File: src/rtl/game_pkg.sv
// Shared encodings for the 2048 move front end.
package game_pkg;

    localparam logic [1:0] DIR_LEFT  = 2'd0;
    localparam logic [1:0] DIR_RIGHT = 2'd1;
    localparam logic [1:0] DIR_UP    = 2'd2;
    localparam logic [1:0] DIR_DOWN  = 2'd3;

    localparam logic SRC_BTN = 1'b0;
    localparam logic SRC_DBG = 1'b1;

    localparam int QUEUE_DEPTH = 2;

    typedef struct packed {
        logic [1:0] dir;
        logic       debug;
    } move_t;

endpackage

File: src/rtl/button_debouncer.sv
// Synchroniser, debounce counter, stable level and one-cycle press pulse for one button.
module button_debouncer #(
    parameter int DEBOUNCE_CYCLES = 16,
    parameter int SYNC_STAGES     = 2
) (
    input  logic clk,
    input  logic rst_n,
    input  logic btn,
    output logic rise
);

    localparam int CW = (DEBOUNCE_CYCLES > 2) ? $clog2(DEBOUNCE_CYCLES) : 1;
    localparam logic [CW-1:0] CNT_LAST = CW'(DEBOUNCE_CYCLES - 1);

    logic [SYNC_STAGES-1:0] sync;
    logic                   synced;
    logic                   stable;
    logic [CW-1:0]          cnt;

    assign synced = sync[SYNC_STAGES-1];

    // Bring the raw button into the clk domain.
    always_ff @(posedge clk or negedge rst_n) begin
        if (!rst_n) begin
            sync <= '0;
        end else begin
            sync <= {sync[SYNC_STAGES-2:0], btn};
        end
    end

    // Accept a new level only after it has differed from the stable one long enough;
    // rise fires with the accepted 0->1 change so releases never produce events.
    always_ff @(posedge clk or negedge rst_n) begin
        if (!rst_n) begin
            cnt    <= '0;
            stable <= 1'b0;
            rise   <= 1'b0;
        end else begin
            rise <= 1'b0;
            if (synced != stable) begin
                if (cnt == CNT_LAST) begin
                    stable <= synced;
                    cnt    <= '0;
                    rise   <= synced;
                end else begin
                    cnt <= cnt + 1'b1;
                end
            end else begin
                cnt <= '0;
            end
        end
    end

endmodule

File: src/rtl/game_move_arbiter.sv
// Merges debounced button presses with the debug command channel into a 2-entry move queue.
module game_move_arbiter
    import game_pkg::*;
#(
    parameter int DEBOUNCE_CYCLES = 16,
    parameter int SYNC_STAGES     = 2
) (
    input  logic       clk,
    input  logic       rst_n,
    input  logic       btn_up,
    input  logic       btn_right,
    input  logic       btn_down,
    input  logic       btn_left,
    input  logic       cmd_valid,
    input  logic [1:0] cmd_dir,
    output logic       cmd_ready,
    input  logic       flush,
    output logic       move_valid,
    output logic [1:0] move_dir,
    output logic       move_debug,
    input  logic       move_ready,
    output logic       overflow
);

    localparam logic [1:0] Q_FULL = 2'(QUEUE_DEPTH);

    logic       rise_l, rise_r, rise_u, rise_d;
    logic       evt_valid;
    logic [1:0] evt_dir;

    logic       pend_valid;
    logic [1:0] pend_dir;
    logic       rr;
    logic       rst_done;
    logic [1:0] count;
    logic       rd_ptr, wr_ptr;
    move_t      mem [QUEUE_DEPTH];

    logic       arb_en, grant_btn, grant_dbg, push, pop;
    move_t      push_entry;

    button_debouncer #(.DEBOUNCE_CYCLES(DEBOUNCE_CYCLES), .SYNC_STAGES(SYNC_STAGES))
        u_db_left  (.clk(clk), .rst_n(rst_n), .btn(btn_left),  .rise(rise_l));
    button_debouncer #(.DEBOUNCE_CYCLES(DEBOUNCE_CYCLES), .SYNC_STAGES(SYNC_STAGES))
        u_db_right (.clk(clk), .rst_n(rst_n), .btn(btn_right), .rise(rise_r));
    button_debouncer #(.DEBOUNCE_CYCLES(DEBOUNCE_CYCLES), .SYNC_STAGES(SYNC_STAGES))
        u_db_up    (.clk(clk), .rst_n(rst_n), .btn(btn_up),    .rise(rise_u));
    button_debouncer #(.DEBOUNCE_CYCLES(DEBOUNCE_CYCLES), .SYNC_STAGES(SYNC_STAGES))
        u_db_down  (.clk(clk), .rst_n(rst_n), .btn(btn_down),  .rise(rise_d));

    // Collapse same-cycle presses into one event, LEFT > RIGHT > UP > DOWN.
    always_comb begin
        evt_valid = rise_l | rise_r | rise_u | rise_d;
        evt_dir   = DIR_DOWN;
        if (rise_l)      evt_dir = DIR_LEFT;
        else if (rise_r) evt_dir = DIR_RIGHT;
        else if (rise_u) evt_dir = DIR_UP;
    end

    // Round-robin grant from registered state only; rr names the source that wins the next tie.
    always_comb begin
        arb_en     = rst_done & (count != Q_FULL);
        grant_btn  = arb_en & pend_valid & (~cmd_valid | (rr == SRC_BTN));
        grant_dbg  = arb_en & cmd_valid & (~pend_valid | (rr == SRC_DBG));
        push       = grant_btn | grant_dbg;
        pop        = move_valid & move_ready;
        push_entry = grant_dbg ? move_t'{dir: cmd_dir,  debug: 1'b1}
                               : move_t'{dir: pend_dir, debug: 1'b0};
        cmd_ready  = arb_en & ~(pend_valid & (rr == SRC_BTN));
    end

    assign move_valid = (count != 2'd0);
    assign move_dir   = mem[rd_ptr].dir;
    assign move_debug = mem[rd_ptr].debug;

    // cmd_ready stays low for the first cycle out of reset.
    always_ff @(posedge clk or negedge rst_n) begin
        if (!rst_n) rst_done <= 1'b0;
        else        rst_done <= 1'b1;
    end

    // Pending event, overflow flag, rr pointer and move FIFO; flush overrides everything here.
    always_ff @(posedge clk or negedge rst_n) begin
        if (!rst_n) begin
            pend_valid <= 1'b0;
            pend_dir   <= DIR_LEFT;
            overflow   <= 1'b0;
            rr         <= SRC_BTN;
            count      <= 2'd0;
            rd_ptr     <= 1'b0;
            wr_ptr     <= 1'b0;
            for (int i = 0; i < QUEUE_DEPTH; i++) mem[i] <= '0;
        end else if (flush) begin
            pend_valid <= 1'b0;
            overflow   <= 1'b0;
            count      <= 2'd0;
            rd_ptr     <= 1'b0;
            wr_ptr     <= 1'b0;
        end else begin
            // A slot frees up in the same cycle the held event is granted.
            if (evt_valid) begin
                if (pend_valid && !grant_btn) begin
                    overflow <= 1'b1;
                end else begin
                    pend_valid <= 1'b1;
                    pend_dir   <= evt_dir;
                end
            end else if (grant_btn) begin
                pend_valid <= 1'b0;
            end

            if (arb_en && pend_valid && cmd_valid) rr <= ~rr;

            if (push) begin
                mem[wr_ptr] <= push_entry;
                wr_ptr      <= ~wr_ptr;
            end
            if (pop) rd_ptr <= ~rd_ptr;

            case ({push, pop})
                2'b10:   count <= count + 2'd1;
                2'b01:   count <= count - 2'd1;
                default: count <= count;
            endcase
        end
    end

endmodule
File: config.mk
export PLATFORM = sky130hd
export DESIGN_NAME = game_move_arbiter
export DESIGN_NICKNAME = d
export VERILOG_FILES = /design/src/rtl/game_pkg.sv /design/src/rtl/button_debouncer.sv /design/src/rtl/game_move_arbiter.sv
export SDC_FILE = /design/constraint.sdc
export NUM_CORES = 1
export LEC_CHECK = 0
export CAP_MARGIN = 20
export CORE_MARGIN = 1
export CORE_UTILIZATION = 35
export CTS_BUF_LIST = sky130_fd_sc_hd__clkbuf_8 sky130_fd_sc_hd__clkbuf_16
export CTS_CLUSTER_SIZE = 30
export DETAILED_ROUTE_END_ITERATION = 10
export HOLD_SLACK_MARGIN = 0.1
export SLEW_MARGIN = 5
export SYNTH_ARGS = -nofsm -noshare
export SYNTH_HDL_FRONTEND = slang
export SYNTH_SLANG_ARGS = --single-unit
File: constraint.sdc
create_clock -name clk -period 2.2 [get_ports clk]
set_input_delay 0.22 -clock clk [delete_from_list [all_inputs] [get_ports clk]]
set_output_delay 0.22 -clock clk [all_outputs]
set_load 0.03 [all_outputs]
* After elaboration in Yosys (flattened, before gate mapping) *
Index checks and enable logic that the tools add are counted.

storage, ports and cells
  input port bits = 11
  output and inout port bits = 6
  word-level logic and storage cells = 133
  register bits = 48

operators by class
  add/sub/neg operators = 6
  bitwise operators = 24
  multiplexer cells = 39
  order comparisons = 3
  eq/ne operators = 12
  reduce and logical (&&, ||, !) cells = 21

operators by type and width
  operator                                             number
  2-to-1 mux 4 bit                                     8
  2-to-1 mux 1 bit                                     20
  adder 4 x 1 -> 4 bit, second input constant          4
  equality test 4 bit, second input constant           4
  AND reduction 2 bit                                  8
  2-to-1 mux 3 bit                                     5
  nonzero test 2 bit                                   5
  bitwise AND 1 bit                                    8
  NOT 1 bit                                            8
  bitwise mux 6 bit                                    1
  2-to-1 mux 2 bit                                     3
  bitwise OR 1 bit                                     6
  nonzero test 3 bit                                   2
  >= comparator 2 bit, second input constant           2
  logical AND 1 bit                                    4
  != test 1 bit                                        4
  NOT 1 -> 2 bit                                       2
  case mux 2 bit (2 select lines)                      1
  demux 3 bit (select 1 bit)                           1
  != test 3 bit, second input constant                 1
  AND reduction 3 bit                                  1
  adder 2 x 1 -> 2 bit, second input constant          1
  equality test 2 x 1 -> 1 bit, second input constant  1
  equality test 2 bit, second input constant           1
  4 further kinds                                      4

* Longest topological paths before layout *
  depth after elaboration = 9
  depth in mapped cells = 4
  depth with buffers taken out = 4

* Modules after synthesis *
Synthesis repeated with hierarchy kept, for this count alone.

second synthesis, totals
  cell total of the unflattened synthesis = 161
  area total of the unflattened synthesis = 2058.2 um^2

modules (own cells, without submodules)
  module             seq. area each (um^2)  area an instance (um^2)  times used  cells an instance
  button_debouncer   200.2                  312.8                    4           22
  game_move_arbiter  400.4                  807.0                    1           73

* Worst setup path before layout *
Ideal clock, no wire load.

  path type = flip-flop to flip-flop
  from = reg count[1]
  to = reg mem[0] (netlist name)
  slack = 0.817 ns
  data required time = 2.075 ns
  period minus slack after synthesis = 1.383 ns
  setup time = 0.125 ns
  data arrival time = 1.259 ns
  path buffers = 0
  cell stages (with the launch flop) = 5
  cells stage by stage = dfrtp_1 -> nand2b_4 -> nand2_4 -> nor4b_4 -> mux2_2

between the ends
  word-level cells in the longest chain between the ends = 6
  elaborated cells between the ends (all ways) = 10
  those cells by class = eq/ne (1); mux (2); bitwise (6); reduce/logical (1)

RTL lines
  what                                                             RTL line                                          source
  from (decl)                                                      game_move_arbiter.sv:35                           logic [1:0] count;
  from (signal assigned)                                           game_move_arbiter.sv:121                          2'b10: count <= count + 2'd1;
  from (signal assigned)                                           game_move_arbiter.sv:122                          2'b01: count <= count - 2'd1;
  from (signal assigned)                                           game_move_arbiter.sv:123                          default: count <= count;
  != test 2 bit *                                                  game_move_arbiter.sv:62                           arb_en = rst_done & (count != Q_FULL);
  bitwise AND 1 bit *                                              game_move_arbiter.sv:62
  bitwise AND 1 bit, on equally long branches (2 in series)        game_move_arbiter.sv:64, game_move_arbiter.sv:63
  2-to-1 mux 3 bit / bitwise OR 1 bit (equally long branches)      game_move_arbiter.sv:67, game_move_arbiter.sv:65
  bitwise mux 6 bit / AND reduction 2 bit (equally long branches)  -
  to (signal, indexed assignment)                                  game_move_arbiter.sv:115                          mem[wr_ptr] <= push_entry;
  to (decl)                                                        game_move_arbiter.sv:37                           move_t mem [QUEUE_DEPTH];

Mark *: on every way between the ends. The rest lies on a longest branch, timed or not.
A chain may end at the register's enable or synchronous reset.

* Final worst setup path *
  from = reg count[0]
  to = out cmd_ready

between the ends
  word-level cells in the longest chain between the ends = 3

RTL lines
  what               RTL line                 source
  != test 2 bit      game_move_arbiter.sv:62
  bitwise AND 1 bit  game_move_arbiter.sv:62
  bitwise AND 1 bit  game_move_arbiter.sv:69  cmd_ready = arb_en & ~(pend_valid & (rr == SRC_BTN));
  to (decl)          game_move_arbiter.sv:16  output logic cmd_ready,

Every way passes these cells.

==> metrics.yaml <==
synth:
  ys.flop_type: "dfrtp_1"
  postSynthCellCount: 165
  yosysMostFrequentCell: "dfrtp_1"
  post-synth-top-area-cell: "dfrtp_1"
  syn_avg_cell_area_um2: 12.6
  synthDominantCellAreaShare_pct: 57.8
  syn_nets: 180
  yosys_warnings: 0
  synth_async_sr_flop_share_pct: 100
  synth_edf_count: 0
  synth_seq_cells: 48
  synth_cell_types: 34
  synth-seq-area-share_pct: 57.8
  ys_top_cells_by_count: "dfrtp_1, mux2_2, a21oi_1"
  synth_area_leaders: "dfrtp_1, mux2_2, xnor2_1"
  syn_area_mm2: 0.00208
finish:
  instances_no_fill: 264
  nets: 206
  n_antenna_cell: 0
  drive_gt1_share_pct: 18.2
  area_growth_pct: 18.4
clock_network:
  ctsHtreeMaxLevel: 2
  cts_root_buf: "clkbuf_8"
  clock_latency_ps: 290
  clk_transition_reported_paths_ps: 80
  post_cts_resized: 0
  cts_tree: "built"
  clock-sinks: 48
  cts_buffers: 5
  cts.path.max_buffers: 2
placement:
  io_buffers: 16
  hpwl_mm: 2.26
  place_congestion: 0.695
  dpl.cell_count: 255
  post-place-ws_ps: 361
power_and_ir_drop:
  p_seq_share_pct: 54.7
  p_per_area_mw_per_mm2: 719
  p_clk_share_pct: 34.3
  combinationalPowerShare_pct: 11.0
  p_int_mw: 1.36
  swShare_pct: 23.1
  p_switching_uw: 408
  p_leak_nw: 1.08
  max-vdd-ir-drop_uv: 367
timing:
  max-slew-margin-rel_pct: 65.3
  tightest_slew_ps: 515
  worst_slack_ps: 149
  period_minus_slack_ps: 2050
  hold_viol: 0
  setup_viol: 0
  tns_ps: 0
  rsz0062_at_grt: "no"
  fin_skew_ps: 7.96
  finalMaxSlewViolations: 0
  fmax_mhz: 487
  finalCritPeriodShare_pct: 93.2
floorplanning:
  fp.dieArea_mm2: 0.00625
  core-area_mm2: 0.00561
  row_count: 27
  io_pins: 17
  die_h_um: 79.1
  start_util_pct: 37.1
  chipWidth_um: 79.1
route:
  routed_via_density: 4.74
  drtPass1Iterations: 4
  antenna_left: 0
  drt_iter0_markers: 75
  avgRoutedWirePerCell_um: 11.7
  vias: 1252
  drt_wl_total_mm: 3.10
  drc: 0
worst_setup_path:
  setup.worst_path.end_class: "primary output"
  crit_fanout: 6
  critPathArrivalTime_ps: 1830
  crit_type: "flop to primary output"
  cp-start-kind: "flop"
  required_ps: 1980
  critPathMaxStageDelay_ps: 680
  cp_slowest_cell: "clkdlybuf4s50_1"
  path_cells: "nand2b_4 -> nand2_4 -> a21oi_1 -> clkdlybuf4s50_1"
job:
  maxCapViolations: 0
global_route:
  grt_pass1_vias: 1194
  grt_start_max_net_pins: 23
  overflow: 0
  track_usage_pct: 11.4
  grt_pass1_wl_mm: 5.46
  antenna_found_initial: 0
hold_path:
  hold_class: "input pin to async pin"
run_status:
  status: "finished, final reports clean"
[per-stage QoR]
step / area, um2 / util, % / hold WS [ps] / total power [mW]
2_1_floorplan: 2080 / - / -75.6 / 1.10
3_3_place_gp: 2340 / 41.8 / 111 / 1.18
3_5_place_dp: 2340 / 41.8 / 105 / 1.18
4_1_cts: 2460 / 43.9 / 315 / 1.81
5_1_grt: 2460 / 43.9 / 341 / 1.86
6_report: 2460 / 43.9 / 316 / 1.77
[state kept, by name, indices dropped and copies added, names as in the netlist, 2 cells and up]
name             cells
u_db_left.sync       2
u_db_down.cnt        4
u_db_left.cnt        4
u_db_right.sync      2
u_db_up.sync         2
u_db_right.cnt       4
pend_dir             2
mem                  6
u_db_up.cnt          4
count                2
u_db_down.sync       2
[worst paths after layout]
path | end | slack [ps] | depth (start not counted) | startpoint
max reg2reg | mem[5]$_DFFE_PN0P_ | 680 | 4 | count[0]$_DFFE_PN0P_
min in group clk | u_db_up.sync[0]$_DFF_PN0_ | 350 | 1 | btn_up
min reg2reg | u_db_right.sync[1]$_DFF_PN0_ | 360 | 0 | u_db_right.sync[0]$_DFF_PN0_
max in group asynchronous | pend_dir[1]$_DFFE_PN0P_ | 1330 | 3 | rst_n
min | u_db_right.stable$_DFFE_PN0P_ | 320 | 2 | rst_n
max | cmd_ready | 150 | 4 | count[0]$_DFFE_PN0P_
[cell usage in the layout, fill, tap and decap left out, types with 2 or more instances in the layout]
cell type / netlist / final
nor2b_1: 5 / 5
dfrtp_1: 48 / 48
clkdlybuf4s50_1: 0 / 15
ha_1: 4 / 4
nand2_1: 5 / 5
nor3b_1: 7 / 7
a21oi_1: 13 / 13
mux2_4: 2 / 2
clkbuf_8: 0 / 5
o21ai_0: 6 / 6
buf_4: 0 / 3
a311oi_1: 2 / 2
nand2b_1: 2 / 2
xor2_1: 2 / 2
nand3_1: 4 / 4
nor2_1: 12 / 12
nand4b_1: 4 / 4
inv_1: 9 / 10
xnor2_1: 9 / 9
mux2_2: 14 / 14
[routing by layer]
layer / part of all wire (%) / global-route usage [%] / up-vias
li1: - / - / 625
met1: 50 / 15.1 / 601
met2: 44 / 17.5 / 20
met3: 3.9 / 3.56 / 6
met4: 1.6 / 4.36 / 0
met5: 0 / 0 / -
[cells by family (layout without fill, tap and decap cells)]
family / after synthesis / count (layout) / synth area share, %
simple gates: 49 / 49 / 16.4
compound gates: 25 / 25 / 7.22
flops: 48 / 48 / 57.8
fa+ha+maj: 4 / 4 / 2.41
buf+inv: 10 / 37 / 1.81
mux: 17 / 17 / 9.51
xor+xnor: 11 / 11 / 4.64
other cells: 1 / 1 / 0.180
[what timing repair did]
item / CTS / global route
hold endpoints to repair: 10 / 0
setup endpoints to repair: 0 / 0
hold buffers: 1 / 0
setup buffers: 0 / 0
[area by class of cell]
type	count	area [um2]
Clock buffer	5	68.8
Multi-Input combinational cell	107	840
Inverter	9	33.8
Sequential cell	48	1200
Timing Repair Buffer	20	188
Fill cell	553	3150
Clock inverter	3	38.8
Tap cell	72	90.1
[critical path: cells and delay by family (launching register included)]
family	cells	cell delay [ps]
compound gates	1	130
buf+inv	1	680
simple gates	2	300
flops	1	420
[power by group through the flow]
stage	sequential, mW	combinational (mW)	clock (mW)
after floorplan	0.976	0.122	0
after global placement	0.985	0.195	0
after detailed placement	0.986	0.196	0
after CTS	0.969	0.199	0.637
after global routing	0.975	0.216	0.671
final	0.969	0.195	0.606
Power figures use the tool's default switching activity.
